[src/rtl/channel_link_arbiter.sv]
// Round-robin owner of one channel's TX/RX FIFO pair, shared by the register (RTM)
// and data (DTM) transfer managers. Grants, start strobes, release and start-timeout abort.
module channel_link_arbiter #(
  parameter int START_TIMEOUT = 16
) (
  input  logic        clk,
  input  logic        rst,
  input  logic        rtm_req,
  input  logic        dtm_req,
  input  logic        rtm_done,
  input  logic        dtm_done,
  output logic        run_rtm,
  output logic        run_dtm,
  input  logic [31:0] rtm_tx_data,
  input  logic [3:0]  rtm_tx_dest,
  input  logic        rtm_tx_last,
  input  logic        rtm_tx_valid,
  output logic        rtm_tx_ready,
  input  logic [31:0] dtm_tx_data,
  input  logic [3:0]  dtm_tx_dest,
  input  logic        dtm_tx_last,
  input  logic        dtm_tx_valid,
  output logic        dtm_tx_ready,
  output logic [31:0] chan_tx_fifo_data,
  output logic [3:0]  chan_tx_fifo_dest,
  output logic        chan_tx_fifo_last,
  output logic        chan_tx_fifo_valid,
  input  logic        chan_tx_fifo_ready,
  input  logic [31:0] chan_rx_fifo_data,
  input  logic        chan_rx_fifo_last,
  input  logic        chan_rx_fifo_valid,
  output logic        chan_rx_fifo_ready,
  output logic [31:0] rtm_rx_data,
  output logic        rtm_rx_last,
  output logic        rtm_rx_valid,
  input  logic        rtm_rx_ready,
  output logic [31:0] dtm_rx_data,
  output logic        dtm_rx_last,
  output logic        dtm_rx_valid,
  input  logic        dtm_rx_ready,
  output logic [1:0]  grant,
  output logic [7:0]  abort_count
);

  localparam int CW = $clog2(START_TIMEOUT + 1);

  typedef enum logic [2:0] {
    IDLE, START_RTM, BUSY_RTM, START_DTM, BUSY_DTM, RELEASE
  } state_t;

  state_t        state_q, state_d;
  logic [CW-1:0] cnt_q, cnt_d;
  logic [7:0]    abort_q, abort_d;
  logic          last_dtm_q, last_dtm_d;

  always_ff @(posedge clk) begin
    if (rst) begin
      state_q    <= IDLE;
      cnt_q      <= '0;
      abort_q    <= '0;
      last_dtm_q <= 1'b1;
    end else begin
      state_q    <= state_d;
      cnt_q      <= cnt_d;
      abort_q    <= abort_d;
      last_dtm_q <= last_dtm_d;
    end
  end

  // The start counter only runs inside START_x and is cleared everywhere else.
  always_comb begin
    state_d    = state_q;
    cnt_d      = '0;
    abort_d    = abort_q;
    last_dtm_d = last_dtm_q;
    case (state_q)
      IDLE: begin
        if (rtm_req && (!dtm_req || last_dtm_q)) state_d = START_RTM;
        else if (dtm_req)                         state_d = START_DTM;
      end
      START_RTM: begin
        if (!rtm_done) begin
          state_d = BUSY_RTM;
        end else if (cnt_q == CW'(START_TIMEOUT - 1)) begin
          state_d    = IDLE;
          abort_d    = (abort_q == 8'hFF) ? abort_q : abort_q + 8'd1;
          last_dtm_d = 1'b0;
        end else begin
          cnt_d = cnt_q + 1'b1;
        end
      end
      BUSY_RTM: begin
        if (rtm_done) begin
          state_d    = RELEASE;
          last_dtm_d = 1'b0;
        end
      end
      START_DTM: begin
        if (!dtm_done) begin
          state_d = BUSY_DTM;
        end else if (cnt_q == CW'(START_TIMEOUT - 1)) begin
          state_d    = IDLE;
          abort_d    = (abort_q == 8'hFF) ? abort_q : abort_q + 8'd1;
          last_dtm_d = 1'b1;
        end else begin
          cnt_d = cnt_q + 1'b1;
        end
      end
      BUSY_DTM: begin
        if (dtm_done) begin
          state_d    = RELEASE;
          last_dtm_d = 1'b1;
        end
      end
      RELEASE: state_d = IDLE;
      default: state_d = IDLE;
    endcase
  end

  assign run_rtm     = (state_q == START_RTM);
  assign run_dtm     = (state_q == START_DTM);
  assign abort_count = abort_q;

  always_comb begin
    grant = 2'b00;
    if (state_q == START_RTM || state_q == BUSY_RTM) grant = 2'b01;
    if (state_q == START_DTM || state_q == BUSY_DTM) grant = 2'b10;
  end

  assign rtm_rx_data = chan_rx_fifo_data;
  assign rtm_rx_last = chan_rx_fifo_last;
  assign dtm_rx_data = chan_rx_fifo_data;
  assign dtm_rx_last = chan_rx_fifo_last;

  // Stream mux follows the state-decoded grant only, so it never switches mid-transfer.
  always_comb begin
    chan_tx_fifo_data  = '0;
    chan_tx_fifo_dest  = '0;
    chan_tx_fifo_last  = 1'b0;
    chan_tx_fifo_valid = 1'b0;
    chan_rx_fifo_ready = 1'b0;
    rtm_tx_ready       = 1'b0;
    dtm_tx_ready       = 1'b0;
    rtm_rx_valid       = 1'b0;
    dtm_rx_valid       = 1'b0;
    case (grant)
      2'b01: begin
        chan_tx_fifo_data  = rtm_tx_data;
        chan_tx_fifo_dest  = rtm_tx_dest;
        chan_tx_fifo_last  = rtm_tx_last;
        chan_tx_fifo_valid = rtm_tx_valid;
        rtm_tx_ready       = chan_tx_fifo_ready;
        rtm_rx_valid       = chan_rx_fifo_valid;
        chan_rx_fifo_ready = rtm_rx_ready;
      end
      2'b10: begin
        chan_tx_fifo_data  = dtm_tx_data;
        chan_tx_fifo_dest  = dtm_tx_dest;
        chan_tx_fifo_last  = dtm_tx_last;
        chan_tx_fifo_valid = dtm_tx_valid;
        dtm_tx_ready       = chan_tx_fifo_ready;
        dtm_rx_valid       = chan_rx_fifo_valid;
        chan_rx_fifo_ready = dtm_rx_ready;
      end
      default: ;
    endcase
  end

endmodule
[config.mk]
export PLATFORM = sky130hd
export DESIGN_NAME = channel_link_arbiter
export DESIGN_NICKNAME = d
export VERILOG_FILES = /design/src/rtl/channel_link_arbiter.sv
export SDC_FILE = /design/constraint.sdc
export NUM_CORES = 1
export LEC_CHECK = 0
export BUFFER_PORTS_ARGS = -buffer_cell sky130_fd_sc_hd__buf_2
export CAP_MARGIN = 20
export CORE_AREA = 4 4 91 93
export CTS_BUF_LIST = sky130_fd_sc_hd__clkbuf_4
export DETAILED_ROUTE_END_ITERATION = 8
export DIE_AREA = 0 0 95 97
export PLACE_DENSITY_LB_ADDON = 0.05
export REMOVE_ABC_BUFFERS = 1
export SLEW_MARGIN = 20
export SYNTH_ARGS = -nofsm -noshare
export SYNTH_HDL_FRONTEND = slang
export SYNTH_SLANG_ARGS = --single-unit
export TNS_END_PERCENT = 30
[constraint.sdc]
create_clock -name clk -period 4.7 [get_ports clk]
set_clock_uncertainty 0.15 [all_clocks]
set_input_delay 0.235 -clock clk [delete_from_list [all_inputs] [get_ports clk]]
set_output_delay 0.235 -clock clk [all_outputs]
set_load 0.005 [all_outputs]
# == After elaboration in Yosys (flattened, before gate mapping) ==
# Cells that the tools add are included.
# word_totals
regBits,17
input_bits,119
output_inout_bits,121
wordCells,67
# classes
addsub,2
n_eq_ne,15
mux,35
reduce_logical,11
# ops
op,n
$pmux W32 S2,1
$mux W8,4
$mux W3,7
$pmux W8 S2,1
$mux W5,3
$pmux W3 S5,1
$mux W1,11
$pmux W5 S2,1
$add A8 B1 Y8 const B,1
$eq A8 B8 Y1 const B,1
$ne A2 B2 Y1 const B,4
$pmux W4 S2,1
$reduce_and A7 Y1,1
$eq A3 B2 Y1 const B,2
$pmux W1 S2,3
$reduce_and A3 Y1,2
$add A5 B1 Y5 const B,1
$eq A5 B4 Y1 const B,1
$ne A2 B1 Y1 const B,2
$pmux W1 S4,1
$reduce_bool A4 Y1,1
$eq A3 B1 Y1 const B,1
$eq A3 B3 Y1 const B,1
$logic_not A3 Y1,1
other kinds (8),10

# == Depth between registers and ports, before layout ==
# logic_depth
word_depth,6
ltp_mapped,6
ltp_nobuf,5

# == Least setup slack after synthesis ==
# Ideal clock, no wire load.
# synth_timing
path_type,register to register
startpoint,reg cnt_q[0]
endpoint,"reg abort_q[3], in the netlist abort_count[3]"
setup_ns,0.071
arrival_ns,1.669
t_required_ns,4.479
setup_slack_ns,2.810
stages_incl_launch_ff,6
path_buffers,0
synth_period_minus_slack_ns,1.890
cell_sequence,dfxtp_1 -> ha_1 -> nand4b_1 -> or3_4 -> or4_1 -> a21oi_1
# synth_between
elab_chain_cells,4
elab_cells_between_ends,5
cone_classes,eq/ne: 1; mux: 4
# synth_lines
item,line,source
from (decl),52,"logic [CW-1:0] cnt_q, cnt_d;"
from (signal assigned),64,cnt_q <= cnt_d;
$eq A5 B4 Y1 *,"84, 101",
$mux W8 *,n/a,
"$mux W8, on equally long branches",n/a,
$pmux W8 S2 *,n/a,
to (signal assigned),65,abort_q <= abort_d;
to (decl),53,"logic [7:0] abort_q, abort_d;"
# Every way passes the cells marked *; elsewhere a longest branch is shown, timed or not. The select of a mux whose other input is x is not followed.
# A chain may end at the register's enable or synchronous reset.

# == Final worst setup path ==
# layout_timing
startpoint,reg state_q[0]
endpoint,out chan_tx_fifo_data[21]
# layout_between
elab_chain_cells,6
elab_cells_between_ends,11
cone_classes,eq/ne: 6; mux: 3; reduce/logical: 2
# layout_lines
item,line,source
from (decl),51,"state_t state_q, state_d;"
from (signal assigned),63,state_q <= state_d;
$eq A3 B1 Y1 / $eq A3 B2 Y1 (equally long branches),126,if (state_q == START_RTM || state_q == BUSY_RTM) grant = 2'b01;
$logic_or A1 B1 Y1,126,
$mux W1,126,
$mux W2 *,127,if (state_q == START_DTM || state_q == BUSY_DTM) grant = 2'b10;
$eq A2 B2 Y1 / $eq A2 B1 Y1 (equally long branches),146,case (grant)
$pmux W32 S2 *,146,
to (decl),24,"output logic [31:0] chan_tx_fifo_data,"
# Every way passes the cells marked *; elsewhere a longest branch is shown, timed or not.

==> results.py <==
metrics = {
    "run_status": {
        "outcome": "finished clean",
    },
    "place": {
        "placed_instance_area_mm2": 0.00208,
        "hpwl_after_dpl_um": 7150,
        "place_congestion": 0.761,
        "place.port_buffers": 140,
        "place_worst_setup_slack_ps": 2060,
    },
    "synth": {
        "post_synthesis_instance_area_mm2": 0.00179,
        "avgSynthCellArea_um2": 7.94,
        "synthesis.instances": 226,
        "synth_warnings": 0,
        "synth_seq_area_share_pct": 19.0,
        "netlist.area_leader.share_pct": 28.9,
        "synthFlopType": "sky130_fd_sc_hd__dfxtp_1",
        "synth-edff-count": 0,
        "yosys-top-cells-area": "sky130_fd_sc_hd__buf_4 (29%), sky130_fd_sc_hd__a22o_1 (19%), sky130_fd_sc_hd__dfxtp_1 (19%), sky130_fd_sc_hd__a21oi_1 (2.8%), sky130_fd_sc_hd__clkbuf_1 (2.5%)",
        "postSynthRegisterBits": 17,
        "synthDistinctLibCells": 37,
        "synth_top_area_cell": "sky130_fd_sc_hd__buf_4",
        "async_flop_share_pct": 0,
    },
    "timing": {
        "worst_slack_ps": 1730,
        "timing.final.setup_violations": 0,
        "final-max-slew-violation-count": 0,
        "finalCriticalPeriod_ps": 2970,
        "worst_slew_margin_rel_pct": 39.9,
        "fmaxAchievable_ghz": 0.336,
        "timing.final.hold_violations": 0,
        "finalCritPeriodShare_pct": 63.3,
        "setup_tns_ps": 0,
        "unrepaired_setup_endpoints_after_global_routing": "false",
        "tightestPinTransition_ps": 900,
    },
    "clocking": {
        "clkLatencyLatePin_ps": 300,
        "worst_setup_hold_path_clk_slew_ps": 100,
        "cts.path.max_buffers": 2,
        "cts-resized-gates": 0,
        "cts_post_setup_buffers_inserted": 0,
        "clock-sinks": 17,
        "h-tree-depth": 1,
        "cts_root_buffer": "sky130_fd_sc_hd__clkbuf_4",
        "cts_tree": "done",
        "hold_buffers": 0,
        "cts_made_buffers": 3,
    },
    "power": {
        "power_per_cell_area_mw_per_mm2": 294,
        "fin_total_pwr_mw": 0.620,
        "p_leak_nw": 1.09,
        "vdd_drop_max_mv": 0.146,
    },
    "setup_path": {
        "rr_worst_depth": 5,
        "r2r-end": "last_dtm_q",
        "reg_to_reg_setup_timing_slack_ps": 2300,
        "criticalPathCategory": "register to primary output",
        "critical-path-slowest-cell": "sky130_fd_sc_hd__o22ai_2",
        "critical_path.endpoint": "chan_tx_fifo_data[21]",
        "cp_max_fo": 24,
        "required_time_worst_endpoint_ps": 4320,
        "end_kind": "primary output",
        "critical_path.cell_chain": "nand2b_1 > o22ai_2 > buf_4 > a22o_1 > buf_2",
        "cp-start-kind": "register",
        "slowest_delay_ps": 750,
        "crit-reg2reg-launch": "state_q[0]",
        "cp.arrival_ps": 2590,
        "setup.worst_path.start": "state_q[0]",
    },
    "grt": {
        "first_pass_grt_wire_length_um": 12200,
        "gr-total-overflow": 0,
        "vias_in_the_first_global_route": 1896,
        "grt_resource_usage_total_pct": 17.7,
        "grt_antenna_before_repair": 0,
        "grt_max_degree": 25,
    },
    "layout": {
        "final_layout_size_suffix_gt1_share_pct": 51.4,
        "diodes": 0,
        "design.final.nets": 412,
        "final_cell_area_mm2": 0.00211,
        "final_util_pct": 28.0,
        "mostFrequentLayoutCell": "sky130_fd_sc_hd__buf_2",
        "layout_common_cells": "sky130_fd_sc_hd__buf_2 (140), sky130_fd_sc_hd__a22o_1 (39), sky130_fd_sc_hd__dfxtp_1 (17), sky130_fd_sc_hd__nor2_1 (10), sky130_fd_sc_hd__a21oi_1 (10)",
        "signed_area_change_from_the_synthesized_netlist_to_the_final_layout_pct": 17.4,
    },
    "flow_run": {
        "max_cap_viol_count": 0,
    },
    "drt": {
        "viasPerCell": 4.83,
        "dr.pass1.iters": 4,
        "route.met3.wl_um": 1380,
        "route.detailed.wl_per_inst_um": 22.0,
        "drc": 0,
        "drt_first_iter_violations": 89,
        "wl_um": 8640,
        "vias": 1894,
        "route.layer.met1.wl_um": 3640,
        "ant_nets": 0,
        "met2RoutedLength_um": 3520,
        "route.top_layer_used": "met5",
    },
    "die": {
        "fp.dieW_um": 95,
        "coreArea_mm2": 0.00753,
        "initial_utilization_pct": 23.8,
        "dieArea_mm2": 0.00922,
        "rows": 32,
        "design.portCount": 240,
        "die_height_um": 97,
    },
    "min_path": {
        "worstHoldPathType": "input pin to register",
    },
}
-- through the flow --
step / instances / hold WS [ps]
after floorplan: 144 / 154
after global placement: 388 / 308
after detailed placement: 388 / 301
after CTS: 392 / 133
after global routing: 392 / 135
final: 392 / 146
-- power by group --
| group | switching (mW) | total, mW | internal, mW |
|---|---|---|---|
| Combinational | 0.183 | 0.374 | 0.191 |
| Sequential | 0.0141 | 0.165 | 0.151 |
| Clock | 0.0496 | 0.0812 | 0.0316 |
-- state kept, by name, indices dropped and copies added, names as in the netlist --
name,cells
abort_count,8
last_dtm_q,1
state_q,3
cnt_q,5
-- cell families (layout without fill, tap and decap cells) --
logic type      Yosys count  count (layout)  synth area share, %
simple gates             51              51                 16.7
buf+inv                  86             150                 32.5
fa+ha+maj                 2               2                 1.39
compound gates           66              66                 28.5
mux                       1               1                0.558
flops                    17              17                 19.0
xor+xnor                  3               3                 1.46
-- metal layers --
metal	track usage, %	up-vias
met4	1.22	4
met2	24.3	135
met5	9.52	-
li1	-	889
met3	13.5	6
met1	22.2	860
-- how the worst min path moves through the flow --
stage                        start        endpoint  cells past startpoint
final                     dtm_done      state_q[2]                      4
after floorplan                rst  abort_count[0]                      1
after CTS                 dtm_done      state_q[2]                      4
after detailed placement  cnt_q[0]        cnt_q[0]                      1
after global placement    cnt_q[0]        cnt_q[0]                      1
after global routing           rst  abort_count[3]                      2
-- worst max-delay path: cells and delay by family, from the launching register on --
family	cells	cell delay, ps
DFF	1	570
AOI/OAI and AO/OA	2	940
buffers and inverters	2	530
and+or+nand+nor	1	250
-- area by class of cell --
class,instances,area (um2)
clock inverter,1,5.00
inverter,4,15.0
fill,849,5420
clock buffer,3,22.5
sequential,17,340
multi-input combinational,123,880
timing repair buffer,142,716
tap,102,128
-- cell usage after synthesis, types with 3 or more instances --
cell type	number
sky130_fd_sc_hd__nor3_1	5
sky130_fd_sc_hd__inv_1	4
sky130_fd_sc_hd__a21oi_1	10
sky130_fd_sc_hd__buf_4	69
sky130_fd_sc_hd__nand2b_1	3
sky130_fd_sc_hd__o31ai_1	4
sky130_fd_sc_hd__or3_1	3
sky130_fd_sc_hd__or4_1	4
sky130_fd_sc_hd__a22o_1	39
sky130_fd_sc_hd__dfxtp_1	17
sky130_fd_sc_hd__clkbuf_1	12
sky130_fd_sc_hd__o21ai_0	4
sky130_fd_sc_hd__nand3_1	5
sky130_fd_sc_hd__and2_1	7
sky130_fd_sc_hd__nor2_1	11
Power figures use the tool's default switching activity.
